## src/rtl/enemy_blt_sprite_engine.sv

```systemverilog
// N-channel bullet sprite engine: frame-latched positions, lowest-index hit select,
// animated sprite-sheet ROM addressing, transparency keying. Optional: ENEMY_BLT_COLLIDE_EN.
module enemy_blt_sprite_engine #(
    parameter int N_BLT       = 15,
    parameter int XW          = 9,
    parameter int YW          = 9,
    parameter int X_OFS       = 160,
    parameter int SPR_W       = 15,
    parameter int SPR_H       = 15,
    parameter int ANIM_FRAMES = 2,
    parameter int ANIM_PERIOD = 8,
    parameter int ROM_AW      = 13,
    parameter int PIX_W       = 9,
    parameter int ROM_LAT     = 1,
    parameter int TRANSP      = 0,
    localparam int IW         = (N_BLT > 1) ? $clog2(N_BLT) : 1
) (
    input  logic                  clk_25MHz,
    input  logic                  rst_n,
    input  logic [9:0]            h_cnt,
    input  logic [9:0]            v_cnt,
    input  logic                  frame_start,
    input  logic [N_BLT*XW-1:0]   enemy_blt_x,
    input  logic [N_BLT*YW-1:0]   enemy_blt_y,
    input  logic [N_BLT-1:0]      enemy_blt_vi,
    output logic [ROM_AW-1:0]     rom_addr,
    input  logic [PIX_W-1:0]      rom_data,
    output logic [PIX_W-1:0]      enemy_blt_pixel,
    output logic                  enemy_blt_valid,
    output logic [IW-1:0]         enemy_blt_idx
`ifdef ENEMY_BLT_COLLIDE_EN
    ,
    input  logic                  player_valid,
    output logic                  hit_flag,
    output logic [IW-1:0]         hit_idx
`endif
);
    localparam int MW  = (XW > YW) ? XW : YW;
    localparam int CW  = ((MW > 10) ? MW : 10) + 2;
    localparam int DW  = (ANIM_PERIOD > 1) ? $clog2(ANIM_PERIOD) : 1;
    localparam int FW  = (ANIM_FRAMES > 1) ? $clog2(ANIM_FRAMES) : 1;
    localparam int ROW = SPR_W * ANIM_FRAMES;

    logic [N_BLT*XW-1:0] x_s, x_p1;
    logic [N_BLT*YW-1:0] y_s, y_p1;
    logic [N_BLT-1:0]    vi_s, hit_c, hit_p1;
    logic [DW-1:0]       anim_div;
    logic [FW-1:0]       anim_frame;
    logic [9:0]          h_p1, v_p1;
    logic                any_c, vld_p2;
    logic [IW-1:0]       sel_c, idx_p2;
    logic [CW-1:0]       dx_c, dy_c;
    logic [ROM_LAT-1:0]  vld_dly;
    logic [IW-1:0]       idx_dly [ROM_LAT];
    logic                opaque;

    // Widened compare so a sprite near the right/bottom edge clips instead of wrapping.
    function automatic logic in_box(input logic [9:0] h, input logic [9:0] v,
                                    input logic [XW-1:0] x, input logic [YW-1:0] y);
        logic [CW-1:0] xl, yt;
        xl = CW'(x) + CW'(X_OFS);
        yt = CW'(y);
        return (CW'(h) >= xl) && (CW'(h) < xl + CW'(SPR_W)) &&
               (CW'(v) >= yt) && (CW'(v) < yt + CW'(SPR_H));
    endfunction

    function automatic logic [ROM_AW-1:0] sheet_addr(input logic [CW-1:0] dy,
                                                     input logic [CW-1:0] dx,
                                                     input logic [FW-1:0] frm);
        logic [31:0] a;
        a = 32'(dy) * 32'(ROW) + 32'(frm) * 32'(SPR_W) + 32'(dx);
        return a[ROM_AW-1:0];
    endfunction

    always_ff @(posedge clk_25MHz or negedge rst_n) begin
        if (!rst_n) begin
            vi_s       <= '0;
            anim_div   <= '0;
            anim_frame <= '0;
        end else if (frame_start) begin
            vi_s <= enemy_blt_vi;
            if (anim_div == DW'(ANIM_PERIOD - 1)) begin
                anim_div   <= '0;
                anim_frame <= (anim_frame == FW'(ANIM_FRAMES - 1)) ? '0 : anim_frame + 1'b1;
            end else begin
                anim_div <= anim_div + 1'b1;
            end
        end
    end

    always_ff @(posedge clk_25MHz) begin
        if (frame_start) begin
            x_s <= enemy_blt_x;
            y_s <= enemy_blt_y;
        end
    end

    always_comb begin
        for (int i = 0; i < N_BLT; i++)
            hit_c[i] = vi_s[i] & in_box(h_cnt, v_cnt, x_s[i*XW +: XW], y_s[i*YW +: YW]);
    end

    // S1: per-channel hit flags plus the raster and coordinates they were computed from
    always_ff @(posedge clk_25MHz or negedge rst_n) begin
        if (!rst_n) hit_p1 <= '0;
        else        hit_p1 <= hit_c;
    end

    always_ff @(posedge clk_25MHz) begin
        h_p1 <= h_cnt;
        v_p1 <= v_cnt;
        x_p1 <= x_s;
        y_p1 <= y_s;
    end

    always_comb begin
        any_c = 1'b0;
        sel_c = '0;
        dx_c  = '0;
        dy_c  = '0;
        for (int i = N_BLT - 1; i >= 0; i--) begin
            if (hit_p1[i]) begin
                any_c = 1'b1;
                sel_c = IW'(i);
                dx_c  = CW'(h_p1) - CW'(x_p1[i*XW +: XW]) - CW'(X_OFS);
                dy_c  = CW'(v_p1) - CW'(y_p1[i*YW +: YW]);
            end
        end
    end

    // S2: winning channel and sprite-sheet address
    always_ff @(posedge clk_25MHz or negedge rst_n) begin
        if (!rst_n) begin
            rom_addr <= '0;
            vld_p2   <= 1'b0;
            idx_p2   <= '0;
        end else begin
            rom_addr <= any_c ? sheet_addr(dy_c, dx_c, anim_frame) : '0;
            vld_p2   <= any_c;
            idx_p2   <= any_c ? sel_c : '0;
        end
    end

    // ROM latency: valid/idx follow the address through the external ROM
    always_ff @(posedge clk_25MHz or negedge rst_n) begin
        if (!rst_n) begin
            vld_dly <= '0;
            for (int k = 0; k < ROM_LAT; k++) idx_dly[k] <= '0;
        end else begin
            vld_dly[0] <= vld_p2;
            idx_dly[0] <= idx_p2;
            for (int k = 1; k < ROM_LAT; k++) begin
                vld_dly[k] <= vld_dly[k-1];
                idx_dly[k] <= idx_dly[k-1];
            end
        end
    end

    assign opaque = vld_dly[ROM_LAT-1] && (rom_data != PIX_W'(TRANSP));

    // Output: transparent pixels of the winning sprite still occlude higher channels
    always_ff @(posedge clk_25MHz or negedge rst_n) begin
        if (!rst_n) begin
            enemy_blt_valid <= 1'b0;
            enemy_blt_pixel <= '0;
            enemy_blt_idx   <= '0;
        end else begin
            enemy_blt_valid <= opaque;
            enemy_blt_pixel <= opaque ? rom_data : '0;
            enemy_blt_idx   <= opaque ? idx_dly[ROM_LAT-1] : '0;
        end
    end

`ifdef ENEMY_BLT_COLLIDE_EN
    always_ff @(posedge clk_25MHz or negedge rst_n) begin
        if (!rst_n) begin
            hit_flag <= 1'b0;
            hit_idx  <= '0;
        end else if (frame_start) begin
            hit_flag <= 1'b0;
            hit_idx  <= '0;
        end else if (enemy_blt_valid && player_valid) begin
            hit_flag <= 1'b1;
            if (!hit_flag) hit_idx <= enemy_blt_idx;
        end
    end
`endif

endmodule

```

## config.mk

```make
export PLATFORM = sky130hd
export DESIGN_NAME = enemy_blt_sprite_engine
export DESIGN_NICKNAME = d
export VERILOG_FILES = /design/src/rtl/enemy_blt_sprite_engine.sv
export SDC_FILE = /design/constraint.sdc
export NUM_CORES = 2
export LEC_CHECK = 0
export CORE_AREA = 2 2 323 325
export CTS_CLUSTER_DIAMETER = 200
export DETAILED_ROUTE_END_ITERATION = 8
export DIE_AREA = 0 0 325 327
export GPL_TIMING_DRIVEN = 0
export MAX_ROUTING_LAYER = met4
export PLACE_DENSITY = 0.71
export SLEW_MARGIN = 5
export SYNTH_ARGS = -nofsm -noshare
export SYNTH_HDL_FRONTEND = slang
export SYNTH_SLANG_ARGS = --single-unit
```

## constraint.sdc

```tcl
create_clock -name clk_25MHz -period 7.65 [get_ports clk_25MHz]
set_input_delay 1.53 -clock clk_25MHz [delete_from_list [all_inputs] [get_ports clk_25MHz]]
set_output_delay 1.53 -clock clk_25MHz [all_outputs]
set_load 0.02 [all_outputs]
```

==> flow_metrics.py <==
metrics = {
    "clocking": {
        "ctsHtreeMaxLevel": 3,
        "cts_root_buffer": "clkbuf_16",
        "cts_tree": "yes",
        "numCtsBuffers": 76,
        "cts_buffer_depth": 3,
        "cts.clk_slew.worst_paths_ns": 0.06,
        "clk_latency_ns": 0.67,
        "clkSinkCount": 631,
    },
    "critical_path": {
        "start_kind": "register",
        "startpoint": "h_p1[3]$_DFF_P_",
        "crit_required_ns": 8.20,
        "path_max_fanout": 15,
        "rr_startpoint": "h_p1[3]$_DFF_P_",
        "critPathKind": "reg -> reg",
        "endpoint_kind": "register",
        "critPathArrivalTime_ns": 8.05,
    },
    "finish": {
        "seqCellArea_sq_um": 15700,
        "nFillCells": 9022,
        "drive_gt1_frac": 0.0488,
        "areaGrowthSynthToFinish_pct": 16.4,
        "multi_input_area_sq_um": 32700,
        "instances_no_fill": 7268,
        "utilization": 0.576,
        "final_nets": 7152,
    },
    "power_and_ir_drop": {
        "leakagePower_nw": 26.6,
        "p_int_w": 0.00914,
        "p_sw_frac": 0.379,
        "pwr_density_cell_nw_per_um2": 248,
        "p_switching_w": 0.00558,
        "p_comb_frac": 0.456,
        "power_frac_clock": 0.260,
        "ir_drop_mv": 0.388,
        "pwr-share-seq": 0.284,
        "p_total_w": 0.0147,
    },
    "timing": {
        "setup_viol": 0,
        "finClkSkew_ns": 0.0270,
        "finalCritPeriodShare": 0.980,
        "slew_viol_final": 0,
        "worstMarginPinSlew_ns": 1.43,
        "max_freq_ghz": 0.133,
        "period_minus_slack_ns": 7.49,
        "fin_tns_setup_ns": 0,
        "slew_headroom": 0.0428,
        "hold_viol_final": 0,
    },
    "floorplanning": {
        "coreArea_sq_um": 103000,
        "fp.dieH_um": 327,
        "ios": 344,
        "start_util": 0.495,
        "dieArea_sq_um": 106000,
        "placementRows": 118,
        "die_w_um": 325,
    },
    "drt": {
        "drt_iter0_drc": 3369,
        "drt_wl_total_um": 156000,
        "ant_nets": 0,
        "wl_per_cell_um": 21.5,
        "route.detailed.drc": 0,
        "viasPerCell": 5.73,
        "num_vias": 41700,
        "first_pass_iters": 5,
    },
    "place": {
        "portBuffers": 343,
        "place_inst": 7118,
        "hpwlAfterDp_um": 123000,
        "place_congestion": 1.04,
    },
    "global_route": {
        "antenna_found_initial": 4,
        "grt_pass1_wl_um": 236000,
        "grt_start_max_net_pins": 119,
        "track_usage": 0.297,
        "grt_overflow": 0,
        "grt_pass1_vias": 40200,
    },
    "outcome": {
        "status": "finished, final reports clean",
    },
    "logic_synthesis": {
        "yosysSeqAreaShare": 0.308,
        "syn_inst": 5375,
        "synth_edf_count": 270,
        "synth_warnings": 0,
        "ys_async_sr_fraction": 0.113,
        "syn_area_per_cell_sq_um": 9.47,
        "synth_seq_cells": 631,
        "synth_nets": 6704,
        "synth.cell_area_sq_um": 50900,
        "ys.flop_type": "dfxtp_1",
        "synth.distinct_cells": 86,
    },
    "min_path": {
        "hold_path.class": "reg -> reg",
        "hp-start": "idx_p2[1]$_DFF_PN0_",
    },
    "run": {
        "maxCapViolCount": 0,
    },
}
stage by stage:
step	area, sq um	setup slack, ns	hold slack, ns
floorplan	50900	0.283	0.331
global placement	56000	-5.51	0.335
detailed placement	56400	-0.693	0.336
CTS	59100	0.00294	0.351
global route	59200	-0.0358	0.357
finish	59200	0.155	0.349
placed cells by master, fill, tap and decap left out, types with 23 or more instances in the layout:
master | netlist | routed
a211oi_1 | 55 | 50
a21boi_0 | 37 | 37
a21o_1 | 66 | 66
a21oi_1 | 276 | 272
a221oi_1 | 35 | 34
a31oi_1 | 40 | 40
and2_1 | 28 | 28
and3_1 | 35 | 35
buf_2 | 6 | 23
clkbuf_1 | 62 | 68
clkbuf_16 | 0 | 80
clkdlybuf4s50_1 | 0 | 324
dfrtp_1 | 71 | 71
dfxtp_1 | 290 | 281
edfxtp_1 | 270 | 270
fa_1 | 46 | 46
ha_1 | 966 | 964
inv_1 | 626 | 621
nand2_1 | 213 | 213
nand2b_1 | 134 | 134
nand3_1 | 108 | 108
nor2_1 | 266 | 266
nor2b_1 | 156 | 156
nor3_1 | 126 | 126
nor4_1 | 24 | 24
o2111ai_1 | 30 | 30
o211ai_1 | 35 | 35
o21a_1 | 192 | 192
o21ai_0 | 279 | 275
o31a_1 | 27 | 27
o31ai_1 | 23 | 23
or3_1 | 27 | 27
xnor2_1 | 362 | 361
xor2_1 | 110 | 110
path summary, 6_finish.rpt:
path,end,slack [ns],cells after the start
hold reg to reg,idx_dly[1]$_DFF_PN0_,0.35,0
hold / removal,idx_dly[1]$_DFF_PN0_,0.35,0
setup reg to reg,rom_addr[12]$_DFF_PN0_,0.16,25
setup / recovery,rom_addr[12]$_DFF_PN0_,0.16,25
min in group asynchronous,hit_p1[12]$_DFF_PN0_,0.74,1
max in group asynchronous,enemy_blt_pixel[7]$_DFF_PN0_,6.24,2
power by group through the flow:
stage	clock (W)	combinational [W]	sequential [W]
after floorplan	0	0.00458	0.00414
after global placement	0	0.00611	0.00428
after detailed placement	0	0.00627	0.00424
after CTS	0.00390	0.00638	0.00418
after global routing	0.00402	0.00748	0.00421
final	0.00383	0.00671	0.00419
cell usage after synthesis (all sizes together), types with 23 or more instances:
cell / n / area (sq um)
a211oi: 57 / 438
a21boi: 37 / 278
a21o: 66 / 495
a21oi: 277 / 1390
a221oi: 40 / 382
a31oi: 40 / 250
and2: 28 / 175
and3: 35 / 219
clkbuf: 62 / 233
dfrtp: 71 / 1780
dfxtp: 290 / 5810
edfxtp: 270 / 8110
fa: 46 / 921
ha: 966 / 12100
inv: 626 / 2350
nand2: 213 / 800
nand2b: 134 / 838
nand3: 108 / 541
nor2: 266 / 998
nor2b: 156 / 976
nor3: 126 / 631
nor4: 24 / 150
o2111ai: 30 / 263
o211ai: 35 / 263
o21a: 192 / 1440
o21ai: 286 / 1440
o21bai: 23 / 173
o31a: 27 / 236
o31ai: 23 / 173
or3: 28 / 180
xnor2: 362 / 3170
xor2: 111 / 980
metal layers:
metal  part of all wire  wire length [um]  GRT usage
met1               0.46             71600      0.409
met2               0.43             67600      0.448
met3              0.078             12200     0.0486
met4              0.031              4830     0.0869
met5                  0                 0          -
kinds of logic (layout without fill, tap and decap cells):
| group | count (synthesis) | in the layout | share of synthesized area |
|---|---|---|---|
| compound gates | 1325 | 1325 | 0.175 |
| simple gates | 1199 | 1199 | 0.120 |
| fa+ha+maj | 1015 | 1015 | 0.256 |
| buf+inv | 699 | 1211 | 0.0517 |
| flops | 631 | 631 | 0.308 |
| xor+xnor | 473 | 473 | 0.0816 |
| mux | 33 | 33 | 0.00703 |
| other cells | 0 | 1 | 0 |
sequential cells by signal, indices dropped and copies added (netlist names):
| signal | count |
|---|---|
| x_p1 | 135 |
| vld_dly | 1 |
| idx_p2 | 4 |
| anim_frame | 1 |
| enemy_blt_idx | 4 |
| x_s | 135 |
| y_p1 | 135 |
| vld_p2 | 1 |
| rom_addr | 13 |
| enemy_blt_pixel | 9 |
| anim_div | 3 |
| hit_p1 | 15 |
| y_s | 135 |
| idx_dly | 4 |
| v_p1 | 10 |
| vi_s | 15 |
| enemy_blt_valid | 1 |
| h_p1 | 10 |
final cells by class:
| cell class | count | share of cell area |
|---|---|---|
| multi-input combinational | 4045 | 0.552 |
| clock buffer | 100 | 0.0361 |
| timing repair buffer | 370 | 0.0648 |
| sequential | 631 | 0.265 |
| clock inverter | 42 | 0.00824 |
| antenna | 1 | 0.0000422 |
| tap | 1380 | 0.0291 |
| inverter | 627 | 0.0398 |
| buffer | 72 | 0.00484 |
what timing repair did:
| action | CTS | global route |
|---|---|---|
| hold endpoints to repair | 0 | 0 |
| setup buffers | 2 | 5 |
| resized for setup | 10 | 41 |
| hold buffers | 0 | 0 |
| pin swaps | 0 | 8 |
| setup endpoints to repair | 2 | 1 |
critical path, stage by stage, from the launching register on:
cell and delay [ns]:
dfxtp_1 1.20, ha_1 0.45, o21ai_0 0.38, nor4b_1 0.10, nor4b_1 0.57, ha_1 0.33
o221a_2 0.28, a211oi_1 0.27, o311ai_0 0.23, o21ai_0 0.19, o21ai_0 0.10, mux2i_1 0.18
o21ai_0 0.11, nand2_1 0.12, a21oi_1 0.07, a221oi_1 0.46, ha_1 0.35, ha_1 0.24
o41a_1 0.49, a211oi_2 0.32, o21bai_1 0.12, a21oi_2 0.19, xnor2_2 0.10, xnor2_1 0.22
nor2_1 0.05, mux2_2 0.27
No activity file was read; power rests on OpenSTA's default activity.
